File: config.mk
export PLATFORM = sky130hd
export DESIGN_NAME = grid_encoder
export DESIGN_NICKNAME = d
export VERILOG_FILES = /design/src/rtl/grid_encoder.sv
export SDC_FILE = /design/constraint.sdc
export NUM_CORES = 1
export LEC_CHECK = 0
export CAP_MARGIN = 15
export CELL_PAD_IN_SITES_DETAIL_PLACEMENT = 1
export CELL_PAD_IN_SITES_GLOBAL_PLACEMENT = 2
export CORE_MARGIN = 3
export CORE_UTILIZATION = 40
export CTS_BUF_LIST = sky130_fd_sc_hd__clkbuf_4
export CTS_CLUSTER_DIAMETER = 40
export DETAILED_ROUTE_END_ITERATION = 8
export PLACE_DENSITY_LB_ADDON = 0.08
export SLEW_MARGIN = 20
export SYNTH_ARGS = -nofsm -noshare
export SYNTH_HDL_FRONTEND = slang
export SYNTH_SLANG_ARGS = --single-unit
File: constraint.sdc
create_clock -name CLK -period 2.7 [get_ports CLK]
set_input_delay 0.405 -clock CLK [delete_from_list [all_inputs] [get_ports CLK]]
set_output_delay 0.405 -clock CLK [all_outputs]
set_load 0.02 [all_outputs]
File: src/rtl/grid_encoder.sv
// grid_encoder: front-end writer for the input grid.
//
// Two raw push-buttons are synchronized and debounced. NEXT cycles the
// selected character O -> U -> I -> O; LOAD writes the selected character
// into INPUT_GRID_0..8 as nine (8,5) fixed-point values over a valid/ready
// register-write port.
//
// Ports:
//   CLK, RSTN              clock, synchronous active-low reset
//   BTN_NEXT, BTN_LOAD     raw asynchronous buttons
//   GRID_WE/IDX/DATA       write request (valid, register index, value)
//   GRID_READY             register pool accepts on GRID_WE && GRID_READY
//   CHAR_SEL               selected character (0=O, 1=U, 2=I)
//   BUSY                   high while the write sequence runs
//   DONE                   one-cycle pulse after the last write is accepted
//
// Optional feature: define GRID_ENCODER_AUTOLOAD_EN to make a NEXT press
// start a write of the newly selected character on the following cycle.

module grid_encoder #(
    parameter int unsigned DEBOUNCE_WIDTH = 20
) (
    input  logic       CLK,
    input  logic       RSTN,
    input  logic       BTN_NEXT,
    input  logic       BTN_LOAD,
    output logic       GRID_WE,
    output logic [3:0] GRID_IDX,
    output logic [7:0] GRID_DATA,
    input  logic       GRID_READY,
    output logic [1:0] CHAR_SEL,
    output logic       BUSY,
    output logic       DONE
);

    localparam logic [7:0] PosOne = 8'h20;
    localparam logic [7:0] NegOne = 8'he0;
    localparam logic [DEBOUNCE_WIDTH-1:0] CntOne = 1;

    typedef enum logic [1:0] {StIdle, StWrite, StFinish} state_e;

    // Element k of a pattern; a set mask bit marks a -1 element.
    function automatic logic [7:0] pattern_elem(input logic [1:0] ch, input logic [3:0] k);
        logic [8:0] neg_mask;
        case (ch)
            2'd1:    neg_mask = 9'b010010000;  // U: e4, e7
            2'd2:    neg_mask = 9'b111101101;  // I: all but e1, e4
            default: neg_mask = 9'b000010000;  // O: e4
        endcase
        return neg_mask[k] ? NegOne : PosOne;
    endfunction

    // ------------------------------------------------------------------
    // Synchronizers and debouncers; bit 0 = NEXT, bit 1 = LOAD.
    // ------------------------------------------------------------------
    logic [1:0] sync1_q, sync1_d;
    logic [1:0] sync2_q, sync2_d;
    logic [1:0] deb_q, deb_d;
    logic [1:0] deb_prev_q, deb_prev_d;
    logic [1:0] evt_q, evt_d;
    logic [DEBOUNCE_WIDTH-1:0] cnt_q [2];
    logic [DEBOUNCE_WIDTH-1:0] cnt_d [2];

    always_comb begin
        sync1_d    = {BTN_LOAD, BTN_NEXT};
        sync2_d    = sync1_q;
        deb_d      = deb_q;
        deb_prev_d = deb_q;
        // Press event is registered one cycle after the debounced rise.
        evt_d      = deb_q & ~deb_prev_q;
        for (int i = 0; i < 2; i++) begin
            cnt_d[i] = cnt_q[i];
            if (sync2_q[i] == deb_q[i]) begin
                cnt_d[i] = '0;
            end else if (&cnt_q[i]) begin
                deb_d[i] = sync2_q[i];
                cnt_d[i] = '0;
            end else begin
                cnt_d[i] = cnt_q[i] + CntOne;
            end
        end
    end

    always_ff @(posedge CLK) begin
        if (!RSTN) begin
            sync1_q    <= '0;
            sync2_q    <= '0;
            deb_q      <= '0;
            deb_prev_q <= '0;
            evt_q      <= '0;
            for (int i = 0; i < 2; i++) begin
                cnt_q[i] <= '0;
            end
        end else begin
            sync1_q    <= sync1_d;
            sync2_q    <= sync2_d;
            deb_q      <= deb_d;
            deb_prev_q <= deb_prev_d;
            evt_q      <= evt_d;
            for (int i = 0; i < 2; i++) begin
                cnt_q[i] <= cnt_d[i];
            end
        end
    end

    // ------------------------------------------------------------------
    // Selector and write FSM, all outputs registered.
    // ------------------------------------------------------------------
    state_e     state_q, state_d;
    logic       we_q, we_d;
    logic [3:0] idx_q, idx_d;
    logic [7:0] data_q, data_d;
    logic [1:0] sel_q, sel_d;
    logic [1:0] pat_q, pat_d;
    logic       busy_q, busy_d;
    logic       done_q, done_d;
    // Pending write of the freshly advanced character; never set unless
    // the autoload feature is built in.
    logic       auto_q, auto_d;
    logic       handshake;
    logic       next_evt;
    logic       load_evt;

    assign handshake = we_q && GRID_READY;
    assign next_evt  = evt_q[0];
    assign load_evt  = evt_q[1];

    always_comb begin
        state_d = state_q;
        we_d    = we_q;
        idx_d   = idx_q;
        data_d  = data_q;
        sel_d   = sel_q;
        pat_d   = pat_q;
        busy_d  = busy_q;
        done_d  = done_q;
        auto_d  = auto_q;

        case (state_q)
            StIdle: begin
                // LOAD beats NEXT and a pending autoload; the current
                // selection is used and any NEXT this cycle is dropped.
                if (load_evt || auto_q) begin
                    state_d = StWrite;
                    pat_d   = sel_q;
                    we_d    = 1'b1;
                    idx_d   = 4'd0;
                    data_d  = pattern_elem(sel_q, 4'd0);
                    busy_d  = 1'b1;
                    auto_d  = 1'b0;
                end else if (next_evt) begin
                    sel_d = (sel_q == 2'd2) ? 2'd0 : sel_q + 2'd1;
`ifdef GRID_ENCODER_AUTOLOAD_EN
                    auto_d = 1'b1;
`else
                    auto_d = 1'b0;
`endif
                end
            end
            StWrite: begin
                if (handshake) begin
                    if (idx_q != 4'd8) begin
                        idx_d  = idx_q + 4'd1;
                        data_d = pattern_elem(pat_q, idx_q + 4'd1);
                    end else begin
                        state_d = StFinish;
                        we_d    = 1'b0;
                        busy_d  = 1'b0;
                        done_d  = 1'b1;
                    end
                end
            end
            StFinish: begin
                state_d = StIdle;
                done_d  = 1'b0;
            end
            default: begin
                state_d = StIdle;
                we_d    = 1'b0;
                busy_d  = 1'b0;
                done_d  = 1'b0;
            end
        endcase
    end

    always_ff @(posedge CLK) begin
        if (!RSTN) begin
            state_q <= StIdle;
            we_q    <= 1'b0;
            idx_q   <= 4'd0;
            data_q  <= 8'h00;
            sel_q   <= 2'd0;
            pat_q   <= 2'd0;
            busy_q  <= 1'b0;
            done_q  <= 1'b0;
            auto_q  <= 1'b0;
        end else begin
            state_q <= state_d;
            we_q    <= we_d;
            idx_q   <= idx_d;
            data_q  <= data_d;
            sel_q   <= sel_d;
            pat_q   <= pat_d;
            busy_q  <= busy_d;
            done_q  <= done_d;
            auto_q  <= auto_d;
        end
    end

    assign GRID_WE   = we_q;
    assign GRID_IDX  = idx_q;
    assign GRID_DATA = data_q;
    assign CHAR_SEL  = sel_q;
    assign BUSY      = busy_q;
    assign DONE      = done_q;

endmodule
==> flow_results.org, run 1 <==
** Clock tree
- Maximum level of the CTS H-tree :: 3
- After clock tree synthesis, the clock-pin slew on the worst setup and hold paths is 0.10 ns.
- The clock passes through at most 2 buffers.
- Clock latency at the later pin of the worst-skew pair :: around 0.39 ns
- Root buffer cell :: sky130_fd_sc_hd__clkbuf_4
- Buffers added to address setup during post-CTS repair amount to 0.
- TritonCTS sink count :: 64
- Buffers inserted during clock tree synthesis total 9.
- For this design, the CTS-stage hold fixing added 0 buffers.
- Post-cts gate resize count :: 0
- TritonCTS built the clock tree.

** Detailed routing
- Post-detailed-route wirelength per cell :: about 12 um
- Highest metal used :: met4
- In this run the remaining antenna-violating nets after routing total 0.
- The detailed router finished its first iteration with 49 violations.
- Via-per-instance ratio :: a little under 5
- DRC violations left :: 0
- Wire length on met2 :: 2310 um
- Met1 layer wirelength in the final routing :: 2670 um
- After detailed routing, the total wire length is 5250 um.
- Wire segments on met3 add up to 148 um in the final route.
- Before antenna repair, the detailed router went through 4 iterations.
- Vias after detailed routing :: roughly 2100

** Power
- The share of total power dissipated in the clock network is 0.345.
- Power share of the combinational group :: 0.020
- Internal cell power :: 1.14 mW
- The analysis attributes to cell leakage a power of 1.12 nW.
- For this design the ratio of total power to cell area is 478 nW/um^2.
- Peak supply drop :: slightly above 200 uV
- Share of total power consumed by net switching :: 0.234
- Sequential power share :: 0.635
- Switching pwr :: 0.350 mW

** Setup path
- Data arrives at the worst endpoint at 2.33 ns.
- Along the worst path, the maximum fanout reaches 9.
- The worst setup path is captured at a flop.
- The worst setup path is of the flop to flop kind.
- In this run the register-to-register setup slack is 0.70 ns.
- STA puts the critical path data required time at 3.03 ns.
- Critical path launch point type :: flop

** Floorplan
- The initial utilization of the core area, before any placement, comes to 0.426.
- The die covers 8030 sq um.
- Number of placement rows :: 29
- The floorplan step set the die height to 89.6 um.
- I/O pin count :: 22
- Area of the core :: 6570 sq um
- Horizontal extent of the die :: 89.6 um

** STA
- Actual transition at the worst max-transition pin :: 0.548 ns
- Setup TNS Final :: 0 ns
- In the finished design, the share of the clock period the worst path needs comes to 0.739.
- Setup repair after global routing left no endpoint under its margin.
- Final critical-path required period :: 2.00 ns
- Setup violations remaining at the end of the flow were counted as 0.
- Maximum clock rate :: between 500 and 600 MHz
- Worst relative slew slack :: 0.629
- Number of hold violations in the final report :: 0
- Between clock sinks in the finished design, the worst skew comes to 0.00768 ns.
- Number of pins with negative max-slew slack in the final report :: 0

** Synthesis
- For this run, the register share of the synthesized area comes to 0.458.
- Cell type with the highest aggregate area in the netlist :: sky130_fd_sc_hd__dfxtp_1
- Cell area after synthesis :: 2800 sq um
- Post-synth top area share :: 0.458
- Syn. warnings :: 0
- After synthesis, the cell types taking the most area are sky130_fd_sc_hd__dfxtp_1 46%, sky130_fd_sc_hd__xor2_1 7.5%, sky130_fd_sc_hd__nor2_1 7.2%, sky130_fd_sc_hd__xnor2_1 4.4%, sky130_fd_sc_hd__nand2_1 3.6%.
- The commonest cells after synthesis are 64 x sky130_fd_sc_hd__dfxtp_1, 54 x sky130_fd_sc_hd__nor2_1, 27 x sky130_fd_sc_hd__nand2_1, 24 x sky130_fd_sc_hd__xor2_1, 19 x sky130_fd_sc_hd__nand3_1.
- Post-synth cell types :: 44
- Number of enable flip-flop cells after synthesis :: 0
- The synthesized design contains 64 register bits.
- In the synthesized netlist the async set-or-reset flop fraction comes to 0.
- In this run the mean area of a mapped cell was 9.14 sq um.
- Prevailing post-synth register cell :: sky130_fd_sc_hd__dfxtp_1
- sky130_fd_sc_hd__dfxtp_1 is the most common cell in the netlist.
- Instance count of the mapped netlist :: 306

** Cells and area
- Antenna diode count :: 0
- After routing the design area is 3120 sq um.
- Register name with the most flops :: cnt_q
- At the end of the flow, the number of nets in the layout was 340.
- Proportion of layout cells with a drive suffix above 1 :: 0.0751
- The register with the most flip-flops in the layout has 40 of them.
- The area growth from synthesis to layout is 11.7%.

** Placement
- Placed Area :: 3020 sq um
- Routability-driven placement finished with a final weighted congestion of just over 0.7.
- Number of port buffers :: 16
- The wire-length estimate of the detail-placed layout is 3780 um.

** Flow run
- Max-capacitance violation count :: 0

** Global routing
- The number of antenna violations at the first check in global routing is 0.
- Overflow left after global routing :: 0
- The via count of the first global-routing pass was 2027.
- Wire length of the first global-routing pass :: 9210 um
- In the global route stage, overall resource usage came out at 0.149.
- Maximum number of pins on one net before global-route repair :: 18

** Min path
- The tightest min-delay check is of the flop to flop type.

** Run status
- The run finished with clean final reports.
power groups by stage:
stage,Clock (mW),Combinational [mW],Sequential [mW]
2_1_floorplan,0,0.0258,0.970
3_3_place_gp,0,0.0307,0.971
3_5_place_dp,0,0.0310,0.971
4_1_cts,0.549,0.0311,0.949
5_1_grt,0.598,0.0342,0.950
6_report,0.515,0.0305,0.949
stage by stage:
step	util	total power, mW	setup WS [ns]	hold WS (ns)	cells
floorplan	-	0.996	0.832	0.368	310
global placement	0.460	1.00	0.696	0.373	411
detailed placement	0.460	1.00	0.659	0.377	411
CTS	0.476	1.53	0.639	0.392	426
global route	0.476	1.58	0.448	0.414	426
finish	0.476	1.49	0.704	0.387	426
area by class of cell:
class | count | area (sq um)
fillers | 793 | 3440
inverters | 9 | 33.8
repair buffers | 20 | 190
well taps | 93 | 116
clock inverters | 5 | 25.0
multi-input cells | 225 | 1400
clock buffers | 10 | 75.1
flip-flops and latches | 64 | 1280
path summary, 6_finish.rpt:
kind	startpoint	to	cells after the start
worst max register to register	GRID_IDX[0]	GRID_IDX[2]	7
worst max-delay path	GRID_IDX[0]	GRID_IDX[2]	7
worst min-delay path	deb_prev_q[1]	evt_q[1]	1
worst min register to register	deb_prev_q[1]	evt_q[1]	1
cell families (layout without fill, tap and decap cells):
logic type               count (synthesis)  count (layout)  share of synthesized area
flip-flops                              64              64                      0.458
AO/OA/AOI/OAI                           29              29                     0.0720
other                                    1               5                    0.00134
XOR/XNOR                                38              38                      0.119
buffers and inverters                   21              44                     0.0456
AND/OR/NAND/NOR                        144             144                      0.265
multiplexers                             3               3                     0.0116
adder cells (fa/ha/maj)                  6               6                     0.0268
layout by cell type (no fill, tap or decap), types with 2 or more instances in the layout:
| cell type | instances |
|---|---|
| sky130_fd_sc_hd__xnor2_1 | 14 |
| sky130_fd_sc_hd__nand4_1 | 7 |
| sky130_fd_sc_hd__buf_4 | 4 |
| sky130_fd_sc_hd__and2_1 | 5 |
| sky130_fd_sc_hd__nor2_1 | 54 |
| sky130_fd_sc_hd__nand3_1 | 19 |
| sky130_fd_sc_hd__nor2b_1 | 7 |
| sky130_fd_sc_hd__o21ai_0 | 7 |
| sky130_fd_sc_hd__clkbuf_4 | 10 |
| sky130_fd_sc_hd__nor3_1 | 5 |
| sky130_fd_sc_hd__a21boi_0 | 5 |
| sky130_fd_sc_hd__and3_1 | 8 |
| sky130_fd_sc_hd__clkinv_2 | 2 |
| sky130_fd_sc_hd__nor4_4 | 2 |
| sky130_fd_sc_hd__clkdlybuf4s50_1 | 16 |
| sky130_fd_sc_hd__and4_1 | 3 |
| sky130_fd_sc_hd__nand2_1 | 27 |
| sky130_fd_sc_hd__a21oi_1 | 4 |
| sky130_fd_sc_hd__dfxtp_1 | 64 |
| sky130_fd_sc_hd__inv_1 | 9 |
| sky130_fd_sc_hd__clkinv_1 | 2 |
| sky130_fd_sc_hd__ha_1 | 6 |
| sky130_fd_sc_hd__mux2_2 | 2 |
| sky130_fd_sc_hd__o21a_1 | 2 |
| sky130_fd_sc_hd__conb_1 | 5 |
| sky130_fd_sc_hd__xor2_1 | 24 |
per-layer routing:
metal | vias up | global-route usage
met1 | 964 | 0.193
met4 | 0 | 0.0771
li1 | 1065 | -
met3 | 11 | 0.0383
met5 | - | 0
met2 | 26 | 0.229
critical path: stages (launching register included):
cell                       delay [ns]
sky130_fd_sc_hd__dfxtp_1         0.50
sky130_fd_sc_hd__inv_1           0.08
sky130_fd_sc_hd__ha_1            0.20
sky130_fd_sc_hd__nand3b_1        0.14
sky130_fd_sc_hd__nor3b_2         0.24
sky130_fd_sc_hd__a21oi_2         0.10
sky130_fd_sc_hd__or4b_1          0.52
sky130_fd_sc_hd__a21boi_1        0.14
No activity file was read; power rests on OpenSTA's default activity.
==> inputs of run 2 (changes only) <==
--- a/config.mk
+++ b/config.mk
@@ -9,7 +9,7 @@
 export CELL_PAD_IN_SITES_DETAIL_PLACEMENT = 1
 export CELL_PAD_IN_SITES_GLOBAL_PLACEMENT = 2
 export CORE_MARGIN = 3
-export CORE_UTILIZATION = 40
+export CORE_UTILIZATION = 38
 export CTS_BUF_LIST = sky130_fd_sc_hd__clkbuf_4
 export CTS_CLUSTER_DIAMETER = 40
 export DETAILED_ROUTE_END_ITERATION = 8
==> constraint.sdc (replaced) <==
create_clock -name CLK -period 1.9 [get_ports CLK]
set_input_delay 0.285 -clock CLK [delete_from_list [all_inputs] [get_ports CLK]]
set_output_delay 0.285 -clock CLK [all_outputs]
set_load 0.02 [all_outputs]
==> run 2 against run 1 <==
Against the previous run:
- clock skew barely moved
- worst hold slack barely moved
- final area rose by 3.6%
- via count rose by 3.8%
- first-iteration DRC count fell by 24%
- power rose by 43%
- setup slack got worse by 0.60 ns
- register-to-register slack got worse by 0.53 ns
- sequential share of layout area fell by 1.4 points
- critical path type is now flop to output pin
- highest routed layer unchanged
==> flow_results.org, run 2 (same netlist as run 1, synthesis figures left out) <==
** Run status
- Status :: finished clean

** Setup path
- Among cell families on the critical path, the largest total delay comes from buffers and inverters.
- The signal on the critical path passes through clkdlybuf4s50_1.
- Crit path buf inv count :: 1 (unchanged)
- STA classifies the critical path startpoint as a flop.
- Slowest Stage Delay on Critical Path :: 0.65 ns (+0.13 ns)
- Cell with the largest stage delay on the worst path :: sky130_fd_sc_hd__clkdlybuf4s50_1
- The data arrival time of the critical path is 1.51 ns (-0.82 ns).
- The maximum fanout along the worst path is 7 (-2).
- STA classifies the critical path endpoint as an output pin.
- The critical path is of the flop to output pin type.
- The critical path data required time is 1.62 ns (-1.41 ns).

** Cells and area
- The library cell used most frequently in the layout, excluding fill and tap cells, is sky130_fd_sc_hd__dfxtp_1.
- Layout area overhead :: 15.8%
- The fraction of final layout cells sized beyond drive strength 1 is 0.108 (+0.0328).
- Flip-flop count of the largest register, all copies and words added :: 40 (unchanged)
- The area occupied by registers was 1280 sq um (unchanged).
- The final-stage net count was 350 (+2.9%).
- In the layout the commonest cells are 64 x sky130_fd_sc_hd__dfxtp_1, 54 x sky130_fd_sc_hd__nor2_1, 27 x sky130_fd_sc_hd__nand2_1.
- The number of diodes added for antenna fixing came to 0 (unchanged).
- Number of inserted filler cells in the final layout :: 854 (+7.7%)
- The multi-input logic area was 1410 sq um (+0.71%).
- Register name with the most flops :: cnt_q

** Floorplan
- Number of placement rows :: 30 (+3.4%)
- I/O pin count :: 22 (unchanged)
- Initial Util :: 0.401 (-0.0253)
- The height of the die came to 91.8 um (+2.4%).
- Area of the core :: 6980 sq um (+6.3%)
- Die area :: 8420 sq um (+4.9%)
- Horizontal extent of the die :: 91.8 um (+2.4%)

** Global routing
- Maximum number of pins on one net before global-route repair :: 18 (unchanged)
- The total congestion overflow after global routing came to 0 (unchanged).
- The number of antenna violations at the first check in global routing was 0 (unchanged).
- Wire length of the first global-routing pass :: 9560 um (+3.8%)
- The aggregate global-route resource usage was 0.143 (-0.00664).
- The via count of the first global-routing pass came to 2101 (+3.7%).

** Min path
- The min-delay analysis places its worst path in the category flop to flop.

** Clock tree
- CTS tree :: yes
- The total CTS buffers came to 9 (unchanged).
- The deepest level of the CTS H-tree is 3 (unchanged).
- The post-cts hold buffer count was 0 (unchanged).
- Post-cts gate resize count :: 0 (unchanged)
- CTS clock-pin slew for the worst setup and hold paths :: 0.10 ns (about the same)
- Clock latency at the later pin of the worst-skew pair :: 0.39 ns (about the same)
- TritonCTS sink count :: 64 (unchanged)
- CTS placed an instance of sky130_fd_sc_hd__clkbuf_4 at the clock tree root.
- Longest Clk Path Bufs :: 2 (unchanged)
- The number of buffers inserted by post-CTS setup repair was 0 (unchanged).

** Detailed routing
- Total wirelength of the detailed-routed design :: 5520 um (+5.1%)
- The detail-routed via count per cell was 4.88 (+0.70%).
- Met1 layer wirelength in the final routing :: 2700 um (+1.2%)
- The wire length on met3 came to 130 um (-12%).
- Highest metal used :: met4
- The number of DRC markers in iteration 0 came to 37 (-24%).
- Detailed-routing iteration count for the pre-antenna-repair pass :: 3 (-1)
- The count of nets left with antenna violations after detail routing is 0 (unchanged).
- Wire length on met2 :: 2600 um (+12%)
- The number of vias after detailed routing came to 2144 (+3.8%).
- The final routed DRC violation total is 0 (unchanged).
- Post-detailed-route wirelength per cell :: 12.6 um (+2.0%)

** Power
- Leakage power :: 1.19 nW (+5.9%)
- Peak supply drop :: 319 uV (+53%)
- The power density over cell area is 658 nW/um^2 (+38%).

** STA
- For this run, the top clock speed supported by timing is around 560 MHz.
- Fin Hold WS :: 0.387 ns (-0.0000460 ns)
- Number of hold violations in the final report :: 0 (unchanged)
- Setup TNS Final :: 0 ns (unchanged)
- Final period util :: 0.945
- Setup violation total in the final timing report :: 0 (unchanged)
- RSZ-0062 raised after global routing :: no
- The number of pins with negative max-slew slack in the final report was 0 (unchanged).
- The worst path in the final design needs a cycle of 1.80 ns, including I/O delays and setup.
- Worst-case clock skew :: 0.00734 ns (-0.000339 ns)

** Flow run
- The total of max-cap violations is 0 (unchanged).

** Placement
- Number of port buffers :: 16 (unchanged)
- The final RePlAce weighted congestion came to 0.764 (+5.9%).
- The detailed placer's ending HPWL came to 3950 um (+4.5%).
==> run 2: layout make-up <==
cell class,count,share of cell area
sequential,64,0.396
timing repair buffer,30,0.0896
clock inverter,5,0.00773
inverter,9,0.0104
tap,96,0.0371
clock buffer,10,0.0232
multi-input combinational,225,0.436
==> run 2: routing by layer <==
layer  up-vias  global-route usage
li1       1085                   -
met1      1029               0.175
met2        22               0.233
met3         8              0.0353
met4         0              0.0705
met5         -                   0
==> run 2: through the flow <==
stage | cells | util | worst slack [ns] | cell area [sq um] | total power, mW
6_report | 439 | 0.464 | 0.105 | 3240 | 2.13
5_1_grt | 439 | 0.464 | 0.00247 | 3240 | 2.25
4_1_cts | 439 | 0.462 | 0.0721 | 3230 | 2.18
3_5_place_dp | 424 | 0.448 | 0.0140 | 3130 | 1.43
3_3_place_gp | 424 | 0.448 | 0.0899 | 3130 | 1.43
2_1_floorplan | 310 | - | 0.0318 | 2810 | 1.42
==> run 2: power breakdown <==
group / switching, mW / internal (mW)
clock network: 0.469 / 0.264
registers: 0.00260 / 1.35
logic: 0.0284 / 0.0221
total: 0.500 / 1.63
==> run 2: worst paths after layout <==
kind,start,to,slack [ns],cells past startpoint
worst min-delay path,deb_prev_q[1],evt_q[1],0.39,1
worst min register to register,deb_prev_q[1],evt_q[1],0.39,1
worst max register to register,GRID_IDX[1],GRID_DATA[6],0.17,7
worst max-delay path,GRID_IDX[2],GRID_IDX[2],0.10,1
==> inputs of run 3 (changes only) <==
--- a/config.mk
+++ b/config.mk
@@ -9,9 +9,8 @@
 export CELL_PAD_IN_SITES_DETAIL_PLACEMENT = 1
 export CELL_PAD_IN_SITES_GLOBAL_PLACEMENT = 2
 export CORE_MARGIN = 3
-export CORE_UTILIZATION = 38
-export CTS_BUF_LIST = sky130_fd_sc_hd__clkbuf_4
-export CTS_CLUSTER_DIAMETER = 40
+export CORE_UTILIZATION = 36
+export CTS_CLUSTER_DIAMETER = 60
 export DETAILED_ROUTE_END_ITERATION = 8
 export PLACE_DENSITY_LB_ADDON = 0.08
 export SLEW_MARGIN = 20
==> run 3 against run 2 <==
Against the previous run:
- via count fell by 0.84%
- setup slack improved by 0.069 ns
- maximum frequency rose by 4.0%
- routed wire length fell by 0.51%
- combinational power fell by 4.2%
- utilization fell by 0.90 points
- sequential cell count did not move
- clock-buffer cell count rose by 1
- critical path type is now flop to flop
- clock power rose by 95%
- critical endpoint is now GRID_DATA[6]
- first-iteration DRC count rose by 51%
==> flow_results.org, run 3 (same netlist as run 1, synthesis figures left out) <==
** Floorplan
- Number of placement rows :: 31 (+3.3%)
- Area of the core :: 7410 sq um (+6.1%)
- Die Y-Extent :: 94.1 um (+2.6%)
- Die area :: 8860 sq um (+5.2%)
- Initial Util :: 0.377 (-0.0231)
- Horizontal extent of the die :: 94.1 um (+2.6%)
- I/O pin count :: 22 (unchanged)

** Global routing
- Overflow left after global routing :: 0 (unchanged)
- Number of antenna violations at the first check in global routing :: 0 (unchanged)
- The via count of the first global-routing pass is 2114 (+0.62%).
- The pin count of the biggest net entering global routing was 12 (-6).
- Total global routing track utilization :: 0.139 (-0.00397)
- The first-pass GRT wire length is 9820 um (+2.7%).

** Clock tree
- Maximum level of the CTS H-tree :: 3 (unchanged)
- The total clock sinks came to 64 (unchanged).
- TritonCTS built the clock tree.
- Clock latency at the later pin of the worst-skew pair :: 0.33 ns (-0.06 ns)
- Root buffer cell :: sky130_fd_sc_hd__clkbuf_8
- The clock input transition at the sequential cells of the worst setup and hold paths is 0.07 ns (-0.03 ns).
- The number of buffers inserted by post-CTS setup repair was 0 (unchanged).
- The buffer levels on the longest clock path came to 2 (unchanged).
- The total CTS buffers is 9 (unchanged).

** STA
- The final hold violation count is 0 (unchanged).
- Worst-case clock skew :: 0.00696 ns (-0.000385 ns)
- The clock period minus final worst setup slack was 1.73 ns (-0.0695 ns).
- Final period util :: 0.908 (-0.0366)
- Setup repair after global routing left no endpoint under its margin.
- The setup violation total in the final timing report came to 0 (unchanged).
- Setup TNS Final :: 0 ns (unchanged)
- The top achievable clock speed came to 579 MHz (+4.0%).
- Number of pins with negative max-slew slack in the final report :: 0 (unchanged)

** Cells and area
- Layout area overhead :: 20.5%
- Proportion of layout cells with a drive suffix above 1 :: 0.116 (+0.00774)
- The final-stage net count came to 352 (+0.57%).
- Leading cell type in the layout, fill and taps excluded :: sky130_fd_sc_hd__dfxtp_1
- Antenna diode count :: 0 (unchanged)
- Post-layout instance area :: 3370 sq um (+4.1%)
- The number of cells in the finished layout apart from fillers is 445 (+1.4%).
- End-of-flow core utilization :: 0.455 (-0.00898)
- The flip-flop count of the largest register, all copies and words added came to 40 (unchanged).
- Most used cells in the layout excluding fill and tap cells :: 64 x sky130_fd_sc_hd__dfxtp_1, 54 x sky130_fd_sc_hd__nor2_1, 27 x sky130_fd_sc_hd__nand2_1
- Register name with the most flops :: cnt_q

** Min path
- The worst hold path belongs to the class flop to flop.

** Run status
- Status :: finished clean

** Placement
- Dpl cells :: 429 (+1.2%)
- The area of placed instances was 3120 sq um (-0.20%).
- Placer Congestion :: 0.755 (-1.2%)
- The number of port buffers was 16 (unchanged).
- Detailed placer's ending HPWL :: 3990 um (+0.88%)

** Setup path
- Worst Path Max Fanout :: 6 (-1)
- STA classifies the critical path startpoint as a flop.
- Reg-to-reg slack, setup :: 0.17 ns (about the same)
- Category of the critical setup timing path :: flop to flop
- Critical path endpoint category :: flop
- The data arrival time of the critical path was 1.95 ns (+0.44 ns).
- The critical path data required time was 2.12 ns (+0.50 ns).

** Detailed routing
- Post-detailed-route wirelength per cell :: 12.3 um (-1.8%)
- The count of TritonRoute iterations in the first routing pass came to 4 (+1).
- Vias after detailed routing :: 2126 (-0.84%)
- Total wirelength of the detailed-routed design :: 5490 um (-0.51%)
- Via-per-instance ratio :: 4.78 (-2.2%)
- The count of nets left with antenna violations after detail routing came to 0 (unchanged).
- DRC violations left :: 0 (unchanged)
- Iter 0 DRT Violations :: 56 (+51%)

** Flow run
- Max-capacitance violation count :: 0 (unchanged)

** Power
- The power density over cell area is 838 nW/um^2 (+27%).
- Leakage power :: 1.24 nW (+4.8%)
- The total power of the final layout was 2.83 mW (+33%).
- The peak supply drop was 382 uV (+20%).
[run 3: cell types whose count changed in the layout (fill, tap and decap cells not counted), sizes merged]
cell,before,now
clkinv,4,2
bufinv,0,3
buf,14,16
clkinvlp,1,0
clkbuf,10,11
[run 3: final cells by class]
class	count	area [sq um]
clock buffers	11	141
clock inverters	5	104
fillers	873	4040
inverters	9	33.8
multi-input cells	225	1410
flip-flops and latches	64	1280
well taps	99	124
repair buffers	32	280
[run 3: final timing paths]
path / startpoint / end / cells after the start
hold reg to reg: deb_prev_q[1] / evt_q[1] / 1
hold / removal: deb_prev_q[1] / evt_q[1] / 1
setup reg to reg: GRID_IDX[0] / GRID_DATA[6] / 7
setup / recovery: GRID_IDX[0] / GRID_DATA[6] / 7
[run 3: where the power goes]
part | total, mW | internal [mW] | switching (mW)
registers | 1.35 | 1.35 | 0.00277
logic | 0.0484 | 0.0206 | 0.0278
clock network | 1.43 | 0.908 | 0.519
[run 3: critical path, cell delays in order, from the launching register on]
cell and delay [ns]:
sky130_fd_sc_hd__dfxtp_1 0.34, sky130_fd_sc_hd__inv_1 0.05, sky130_fd_sc_hd__ha_2 0.37, sky130_fd_sc_hd__nor2_1 0.06
sky130_fd_sc_hd__a211oi_1 0.22, sky130_fd_sc_hd__a31oi_1 0.07, sky130_fd_sc_hd__o2111a_1 0.24, sky130_fd_sc_hd__o41ai_1 0.28
[run 3: timing repair]
item	in CTS	in global routing
setup endpoints to repair	0	1
hold buffers	0	0
gates resized for setup	0	1
[run 3: per-stage QoR]
stage                     setup slack, ns  hold slack [ns]
after global placement             0.0882            0.373
after CTS                           0.125            0.392
after global routing               0.0244            0.394
after floorplan                    0.0318            0.368
after detailed placement           0.0195            0.375
final                               0.174            0.386
[run 3: metal layers]
metal	global-route usage	share of wire	wire length, um
met5	0	0	0
met4	0.0433	0.012	66
met3	0.0409	0.030	166
met2	0.224	0.47	2570
met1	0.178	0.49	2690
